`src/rtl/sa_result_drain_if.sv`:
```
// sa_result_drain_if: 32-bit valid/ready result stream from the drain toward writeback/DMA.
// Signals: m_data (word), m_row (source row), m_valid, m_ready (sink accept), m_last (final row of frame).
// Modports: master (drain side) drives everything except m_ready; slave is the mirror.
interface sa_result_drain_if #(
    parameter int ROW_W = 3
);
    logic [31:0]      m_data;
    logic [ROW_W-1:0] m_row;
    logic             m_valid;
    logic             m_ready;
    logic             m_last;
    modport master (output m_data, m_row, m_valid, m_last, input m_ready);
    modport slave  (input m_data, m_row, m_valid, m_last, output m_ready);
endinterface

```
`src/rtl/sa_result_drain.sv`:
```
// sa_result_drain: snapshots systolic-array row results and serialises valid rows onto a stream.
// Ports: clk, rst (async, active-high); routport/rvalidport in from the core, outread pulse back;
// s (stream master: m_data/m_row/m_valid/m_ready/m_last); busy (in DRAIN); frame_cnt (completed frames).
module sa_result_drain #(
    parameter int ROWS  = 8,
    parameter int ROW_W = $clog2(ROWS),
    parameter int CNT_W = 16
) (
    input  logic              clk,
    input  logic              rst,
    input  logic [31:0]       routport [0:ROWS-1],
    input  logic [0:ROWS-1]   rvalidport,
    output logic              outread,
    sa_result_drain_if.master s,
    output logic              busy,
    output logic [CNT_W-1:0]  frame_cnt
);
    typedef enum logic {IDLE, DRAIN} state_t;
    state_t           state, state_nxt;
    logic [31:0]      res_buf [0:ROWS-1];
    logic [0:ROWS-1]  mask;
    logic [ROW_W-1:0] ptr;
    logic             last, capture, fire;
    assign capture = state == IDLE && |rvalidport;
    assign fire    = state == DRAIN && s.m_ready;
    // Lowest pending row: scan downward so the smallest set index wins.
    always_comb begin
        ptr = '0;
        for (int i = ROWS - 1; i >= 0; i--)
            if (mask[i]) ptr = ROW_W'(i);
    end
    always_comb begin
        last = 1'b1;
        for (int i = 0; i < ROWS; i++)
            if (mask[i] && ROW_W'(i) > ptr) last = 1'b0;
    end
    always_ff @(posedge clk or posedge rst)
        if (rst) state <= IDLE;
        else     state <= state_nxt;
    always_comb begin
        state_nxt = state;
        if (capture)           state_nxt = DRAIN;
        else if (fire && last) state_nxt = IDLE;
    end
    always_comb begin
        busy      = state == DRAIN;
        s.m_valid = state == DRAIN;
        s.m_data  = s.m_valid ? res_buf[ptr] : '0;
        s.m_row   = s.m_valid ? ptr : '0;
        s.m_last  = s.m_valid && last;
    end
    // outread is registered from the capture decision, so it lands exactly on the first DRAIN cycle.
    always_ff @(posedge clk or posedge rst) begin
        if (rst) begin
            res_buf   <= '{default: '0};
            mask      <= '0;
            outread   <= 1'b0;
            frame_cnt <= '0;
        end else begin
            outread <= capture;
            if (capture) begin
                res_buf <= routport;
                mask    <= rvalidport;
            end else if (fire) begin
                mask[ptr] <= 1'b0;
                if (last) frame_cnt <= frame_cnt + 1'b1;
            end
        end
    end
endmodule

```
`src/flat_wrapper.sv`:
```
// flat-port wrapper written by rule: the top's interface ports become plain ports
module sa_result_drain_flat 
#(
    parameter int ROWS  = 8,
    parameter int ROW_W = $clog2(ROWS),
    parameter int CNT_W = 16
)
  (clk, rst, routport, rvalidport, outread, busy, frame_cnt, s_m_data, s_m_row, s_m_valid, s_m_last, s_m_ready);
  sa_result_drain_if #(.ROW_W(ROW_W)) s_i ();
  input  logic clk;
  input  logic rst;
  input  logic [31:0] routport[0:ROWS-1];
  input  logic [0:ROWS-1] rvalidport;
  output logic outread;
  output logic busy;
  output logic [CNT_W-1:0] frame_cnt;
  output wire logic [$bits(s_i.m_data)-1:0] s_m_data;
  output wire logic [$bits(s_i.m_row)-1:0] s_m_row;
  output wire logic [$bits(s_i.m_valid)-1:0] s_m_valid;
  output wire logic [$bits(s_i.m_last)-1:0] s_m_last;
  input wire logic [$bits(s_i.m_ready)-1:0] s_m_ready;
  assign s_m_data = s_i.m_data;
  assign s_m_row = s_i.m_row;
  assign s_m_valid = s_i.m_valid;
  assign s_m_last = s_i.m_last;
  assign s_i.m_ready = s_m_ready;
  sa_result_drain #(.ROWS(ROWS), .ROW_W(ROW_W), .CNT_W(CNT_W)) u_core (.clk(clk), .rst(rst), .routport(routport), .rvalidport(rvalidport), .outread(outread), .s(s_i), .busy(busy), .frame_cnt(frame_cnt));
endmodule
```
`config.mk`:
```
export PLATFORM = sky130hd
export DESIGN_NAME = sa_result_drain_flat
export DESIGN_NICKNAME = d
export VERILOG_FILES = /design/src/rtl/sa_result_drain_if.sv /design/src/rtl/sa_result_drain.sv /design/src/flat_wrapper.sv
export SDC_FILE = /design/constraint.sdc
export NUM_CORES = 1
export LEC_CHECK = 0
export CAP_MARGIN = 20
export CORE_MARGIN = 5
export CORE_UTILIZATION = 53
export CTS_CLUSTER_SIZE = 12
export DETAILED_ROUTE_END_ITERATION = 8
export GPL_ROUTABILITY_DRIVEN = 0
export PLACE_DENSITY = 0.84
export RECOVER_POWER = 50
export SLEW_MARGIN = 0
export SYNTH_ARGS = -nofsm -noshare
export SYNTH_HDL_FRONTEND = slang
export SYNTH_SLANG_ARGS = --single-unit
export TNS_END_PERCENT = 50
```
`constraint.sdc`:
```
create_clock -name clk -period 18.5 [get_ports clk]
set_input_delay 1.85 -clock clk [delete_from_list [all_inputs] [get_ports clk]]
set_output_delay 1.85 -clock clk [all_outputs]
set_load 0.03 [all_outputs]
```
* Word level (Yosys, flattened, before mapping) *
Cells that the tools add are included.

storage, ports and cells
  register bits = 282
  bits of input ports = 267
  output and inout bits = 55
  logic and storage cells = 72

operators by class
  $add $sub $neg = 1
  $lt $le $gt $ge = 10
  multiplexer cells = 27
  bitwise logic cells = 5
  reduce and logical (&&, ||, !) cells = 17

operators by type and width
  operator                 count
  $bmux W32 S3             1
  $mux W32                 3
  $mux W3                  9
  $add A16 B1 Y16 const B  1
  $mux W8                  2
  $logic_and A1 B1 Y1      13
  $gt A3 B3 Y1 const A     4
  $mux W1                  11
  $and A8 B8 Y8            1
  $not A8 Y8               1
  $reduce_or A8 Y1         1
  $gt A1 B3 Y1 const A     2
  $gt A2 B3 Y1 const A     2
  $ge A4 B4 Y1 const B     1
  $lt A4 B1 Y1 const B     1
  $not A3 Y4               1
  $reduce_bool A2 Y1       2
  $demux W1 S3             1
  $reduce_and A3 Y1        1
  $not A1 Y1               2

* Longest topological paths before layout *
  depth in word-level cells = 21
  mapped depth = 8
  mapped depth without buffers = 6

* Worst setup path after synthesis *
OpenSTA, ideal clock, no wires.

  path type = register to output
  from = register u_core.mask[3] (netlist name)
  to = output s_m_data[10]
  arrival = 1992 ps
  data required time = 16650 ps
  slack = 14658 ps
  stages on the path, launching flop included = 7
  buffers on the path = 2
  cell sequence = dfrtp_1 > buf_2 > or2_2 > o21ai_1 > clkbuf_1 > nand2_1 > a31oi_1

on the way
  cells in the longest elaborated chain, start to end = 9

RTL lines
  element                                      RTL line               RTL
  start: declaration                           sa_result_drain.sv:21  logic [0:ROWS-1] mask;
  start signal: assignment                     sa_result_drain.sv:63  mask <= rvalidport;
  $mux W3 (4 in a row)                         sa_result_drain.sv:30  if (mask[i]) ptr = ROW_W'(i);
  $not A3 Y4 (not written as such)             sa_result_drain.sv:48  s.m_data = s.m_valid ? res_buf[ptr] : '0;
  $bmux W32 S3                                 sa_result_drain.sv:48
  $mux W32 (not written as such) (2 in a row)  sa_result_drain.sv:48
  $mux W32                                     sa_result_drain.sv:48
  end: declaration                             flat_wrapper.sv:17     output wire logic [$bits(s_i.m_data)-1:0] s_m_data;

Every way passes these cells. The select of a mux whose other input is x is not followed.

* Worst setup path after layout *
  from = input rvalidport[3] (netlist name)
  to = register u_core.state (netlist: u_core.busy)

on the way
  cells in the longest elaborated chain, start to end = 3
  elaborated cells on any way between the ends = 4
  those cells by class = 1 x mux; 3 x reduce/logical

RTL lines
  element                                               RTL line               RTL
  start: declaration                                    flat_wrapper.sv:13     input logic [0:ROWS-1] rvalidport;
  $reduce_or A8 Y1 *                                    sa_result_drain.sv:24  assign capture = state == IDLE && |rvalidport;
  $logic_and A1 B1 Y1 *                                 sa_result_drain.sv:24
  $mux W1 / $reduce_bool A2 Y1 (equally long branches)  --
  end signal: assignment                                sa_result_drain.sv:39  else state <= state_nxt;
  end: declaration                                      sa_result_drain.sv:19  state_t state, state_nxt;

Every way passes the cells marked *; elsewhere a longest branch is shown, timed or not.
A chain may end at the register's enable or synchronous reset.

==> impl_metrics.py <==
metrics = {
    "critical_path": {
        "path_class": "primary input to flop",
        "critPathRequiredTime_ns": 18.93,
        "crit_fanout": 156,
        "slowest_delay_ns": 4.49,
        "r2r_start": "u_core.busy$_DFFE_PP0P_",
        "r2r_cells": 6,
        "r2r_end": "u_core.busy$_DFFE_PP0P_",
        "arrival_ns": 10.86,
        "worstPathBufferInverterCount": 4,
        "cp_top_family": "buffers and inverters",
        "crit_path_end_kind": "flop",
        "start_kind": "primary input",
        "slowest_stage": "clkinvlp_2",
        "crit_chain": "dlygate4sd3_1 -> nor4_1 -> a21o_1 -> clkinvlp_2 -> buf_4 -> buf_12 -> a21o_1",
        "worst_path_most_repeated_cell": "a21o_1",
        "r2r_setup_slack_ns": 9.42,
    },
    "synth": {
        "synth.area.top_cells": "dfrtp_1 (56%), nand2_1 (26%), o22ai_1 (3.3%), clkbuf_1 (2.5%), o211ai_1 (1.9%)",
        "yosysSeqAreaShare_pct": 55.9,
        "syn-mean-instance-area_um2": 8.10,
        "synthDistinctLibCells": 46,
        "synth_top_area_share_pct": 55.9,
        "synth_warnings": 0,
        "syn-num-nets": 1826,
        "synth_edf_count": 0,
        "synth-seq-cells": 282,
        "synth_area_mm2": 0.0126,
        "synth-async-reset-ratio_pct": 100,
        "yosys.area.top_type": "dfrtp_1",
        "syn_inst": 1558,
        "ys.flop_type": "dfrtp_1",
    },
    "grt": {
        "grt_max_degree": 157,
        "grt_overflow": 0,
        "grt_pass1_vias": 12000,
        "antenna_found_initial": 2,
        "grt_pass1_wl_um": 61300,
        "grt_usage_pct": 28.5,
    },
    "sta": {
        "max-slew-margin-rel_pct": -271,
        "max_freq_ghz": 0.0958,
        "final_max_slew_viol_count": 499,
        "finalHoldViolCount": 0,
        "fin_skew_ns": 0.00787,
        "fin_crit_ns": 10.43,
        "finalCritPeriodShare_pct": 56.4,
        "setup_viol": 0,
        "worstMarginPinSlew_ns": 5.54,
        "grt_setup_unrepaired": "no",
        "finalSetupTns_ns": 0,
    },
    "place": {
        "dp_hpwl_um": 25700,
        "io_buffers": 321,
        "dpl_cell_area_mm2": 0.0160,
    },
    "power": {
        "p_leak_nw": 8.22,
        "peakVddDrop_uv": 133,
        "intPower_w": 0.00184,
        "power_density_mw_per_mm2": 193,
        "seq_power_share_pct": 33.3,
        "p_switching_w": 0.00143,
        "power_frac_clock_pct": 17.2,
        "pwr-share-comb_pct": 49.5,
        "p_sw_share_pct": 43.7,
    },
    "finish": {
        "drive_gt1_share_pct": 3.49,
        "stdcell_area_mm2": 0.0169,
        "area_delta_synth_final_pct": 33.9,
        "final_nets": 2088,
    },
    "cts": {
        "clock_path_buffers": 3,
        "insertion_delay_ns": 0.54,
        "htreeDepth": 1,
        "ctsHoldBuffers": 0,
        "cts-root-buf": "clkbuf_16",
        "numCtsBuffers": 29,
        "cts_tree": "built",
        "clk_pin_slew_worst_paths_ns": 0.06,
        "numClockSinks": 282,
        "cts_setup_buffers": 0,
        "ctsResizeCount": 0,
    },
    "worst_hold_path": {
        "hold_end": "u_core.frame_cnt[15]$_DFFE_PP0P_",
        "hold_depth": 1,
        "hp-start": "u_core.frame_cnt[15]$_DFFE_PP0P_",
        "hold_class": "flop to flop",
    },
    "routing": {
        "routedWlPerCell_um": 18.3,
        "drt_pre_antenna_iters": 5,
        "ant_nets": 0,
        "drt-initial-drc-count": 1118,
        "drc": 0,
        "finalWirelength_um": 39500,
        "route.vias.total": 11900,
        "vias_per_cell": 5.53,
    },
    "floorplan": {
        "die_y_um": 164,
        "io_pins": 322,
        "num_rows": 56,
        "start_util_pct": 53.8,
        "die_area_mm2": 0.0270,
        "core_mm2": 0.0235,
        "die_w_um": 164,
    },
    "run_status": {
        "status": "finished with violations",
        "violations": "max-capacitance violations, max-slew violations",
    },
    "flow_run": {
        "drv_cap": 5,
    },
}
## cells in the mapped netlist (6+ instances only)
master / number
buf_1: 10
xor2_1: 9
o211ai_1: 32
o22ai_1: 67
nor2_1: 11
nand3_1: 6
dfrtp_1: 282
nor3_1: 8
o21ai_0: 38
buf_2: 10
nand2_1: 875
a31oi_1: 34
xnor2_1: 6
a21oi_1: 35
inv_1: 7
clkbuf_1: 83
## area by class of cell
type	count	area, um^2
sequential	282	7060
fill	1827	6570
clock buffer	44	822
timing repair buffer	335	3360
antenna	1	2.50
clock inverter	3	65.1
tap	319	399
inverter	8	32.5
multi-input combinational	1164	5160
## layout by cell type, fill, tap and decap left out, types with 6 or more instances in the layout
cell type	netlist	routed
clkbuf_1	83	14
nor2_1	11	10
o22ai_1	67	67
nand2_1	875	875
inv_1	7	6
o211ai_1	32	32
a21oi_1	35	35
dfrtp_1	282	282
dlygate4sd3_1	0	20
xor2_1	9	9
nand3_1	6	6
nor3_1	8	8
xnor2_1	6	6
buf_4	1	8
clkbuf_16	0	29
clkdlybuf4s50_1	0	301
a31oi_1	34	33
o21ai_0	38	38
## power groups by stage
stage	logic (W)	registers, W	clock network (W)
5_1_grt	0.00177	0.00112	0.000593
3_3_place_gp	0.00151	0.00107	0
6_report	0.00162	0.00109	0.000562
4_1_cts	0.00157	0.00108	0.000568
2_1_floorplan	0.00103	0.00105	0
3_5_place_dp	0.00156	0.00109	0
## worst max-delay path by stage
stage                                     startpoint                              to  slack [ns]  cells after the start
after floorplan                                  rst         u_core.busy$_DFFE_PP0P_        8.87                      1
after global placement                 rvalidport[5]      u_core.mask[1]$_DFFE_PP0P_       13.47                      8
after detailed placement               rvalidport[7]      u_core.mask[1]$_DFFE_PP0P_       13.40                      8
after CTS                 u_core.mask[1]$_DFFE_PP0P_                    s_m_data[22]       13.12                      6
after global routing                   rvalidport[3]  u_core.res_buf[69]$_DFFE_PP0P_        7.21                      8
final                                  rvalidport[3]         u_core.busy$_DFFE_PP0P_        8.07                      7
## state kept, by name, summed over array words and instances (netlist names)
register and count:
u_core.busy 1, u_core.mask 8, u_core.frame_cnt 16, u_core.outread 1, u_core.res_buf 256
## stage by stage
stage	total power, W	utilization [%]	instances	hold slack (ns)	worst slack, ns
after floorplan	0.00207	-	1558	0.440	8.87
after global placement	0.00258	68.0	2104	0.452	13.47
after detailed placement	0.00264	68.1	2105	0.457	13.40
after CTS	0.00322	71.9	2152	0.469	13.12
after global routing	0.00348	72.0	2156	0.473	7.21
final	0.00327	72.0	2156	0.457	8.07
## cells by family (layout without fill, tap and decap cells)
logic type,after synthesis,count (layout),synth area share [%]
and+or+nand+nor,927,927,28.5
DFF,282,282,55.9
AOI/OAI and AO/OA,218,218,10.7
buffers and inverters,112,390,3.46
xor gates and xnor gates,15,15,1.04
adders and majority gates,3,3,0.268
muxes,1,1,0.0892
other,0,1,0
## per-layer routing
metal	up-vias	GRT usage (%)	share of wire [%]	wire, um
met5	-	0	0.033	13
met4	2	10.3	4.1	1620
met3	111	6.17	8.5	3380
met2	551	46.2	47	18500
met1	5722	38.1	41	16000
li1	5539	-	-	-
Note: power is estimated with default switching activity, not from simulation.
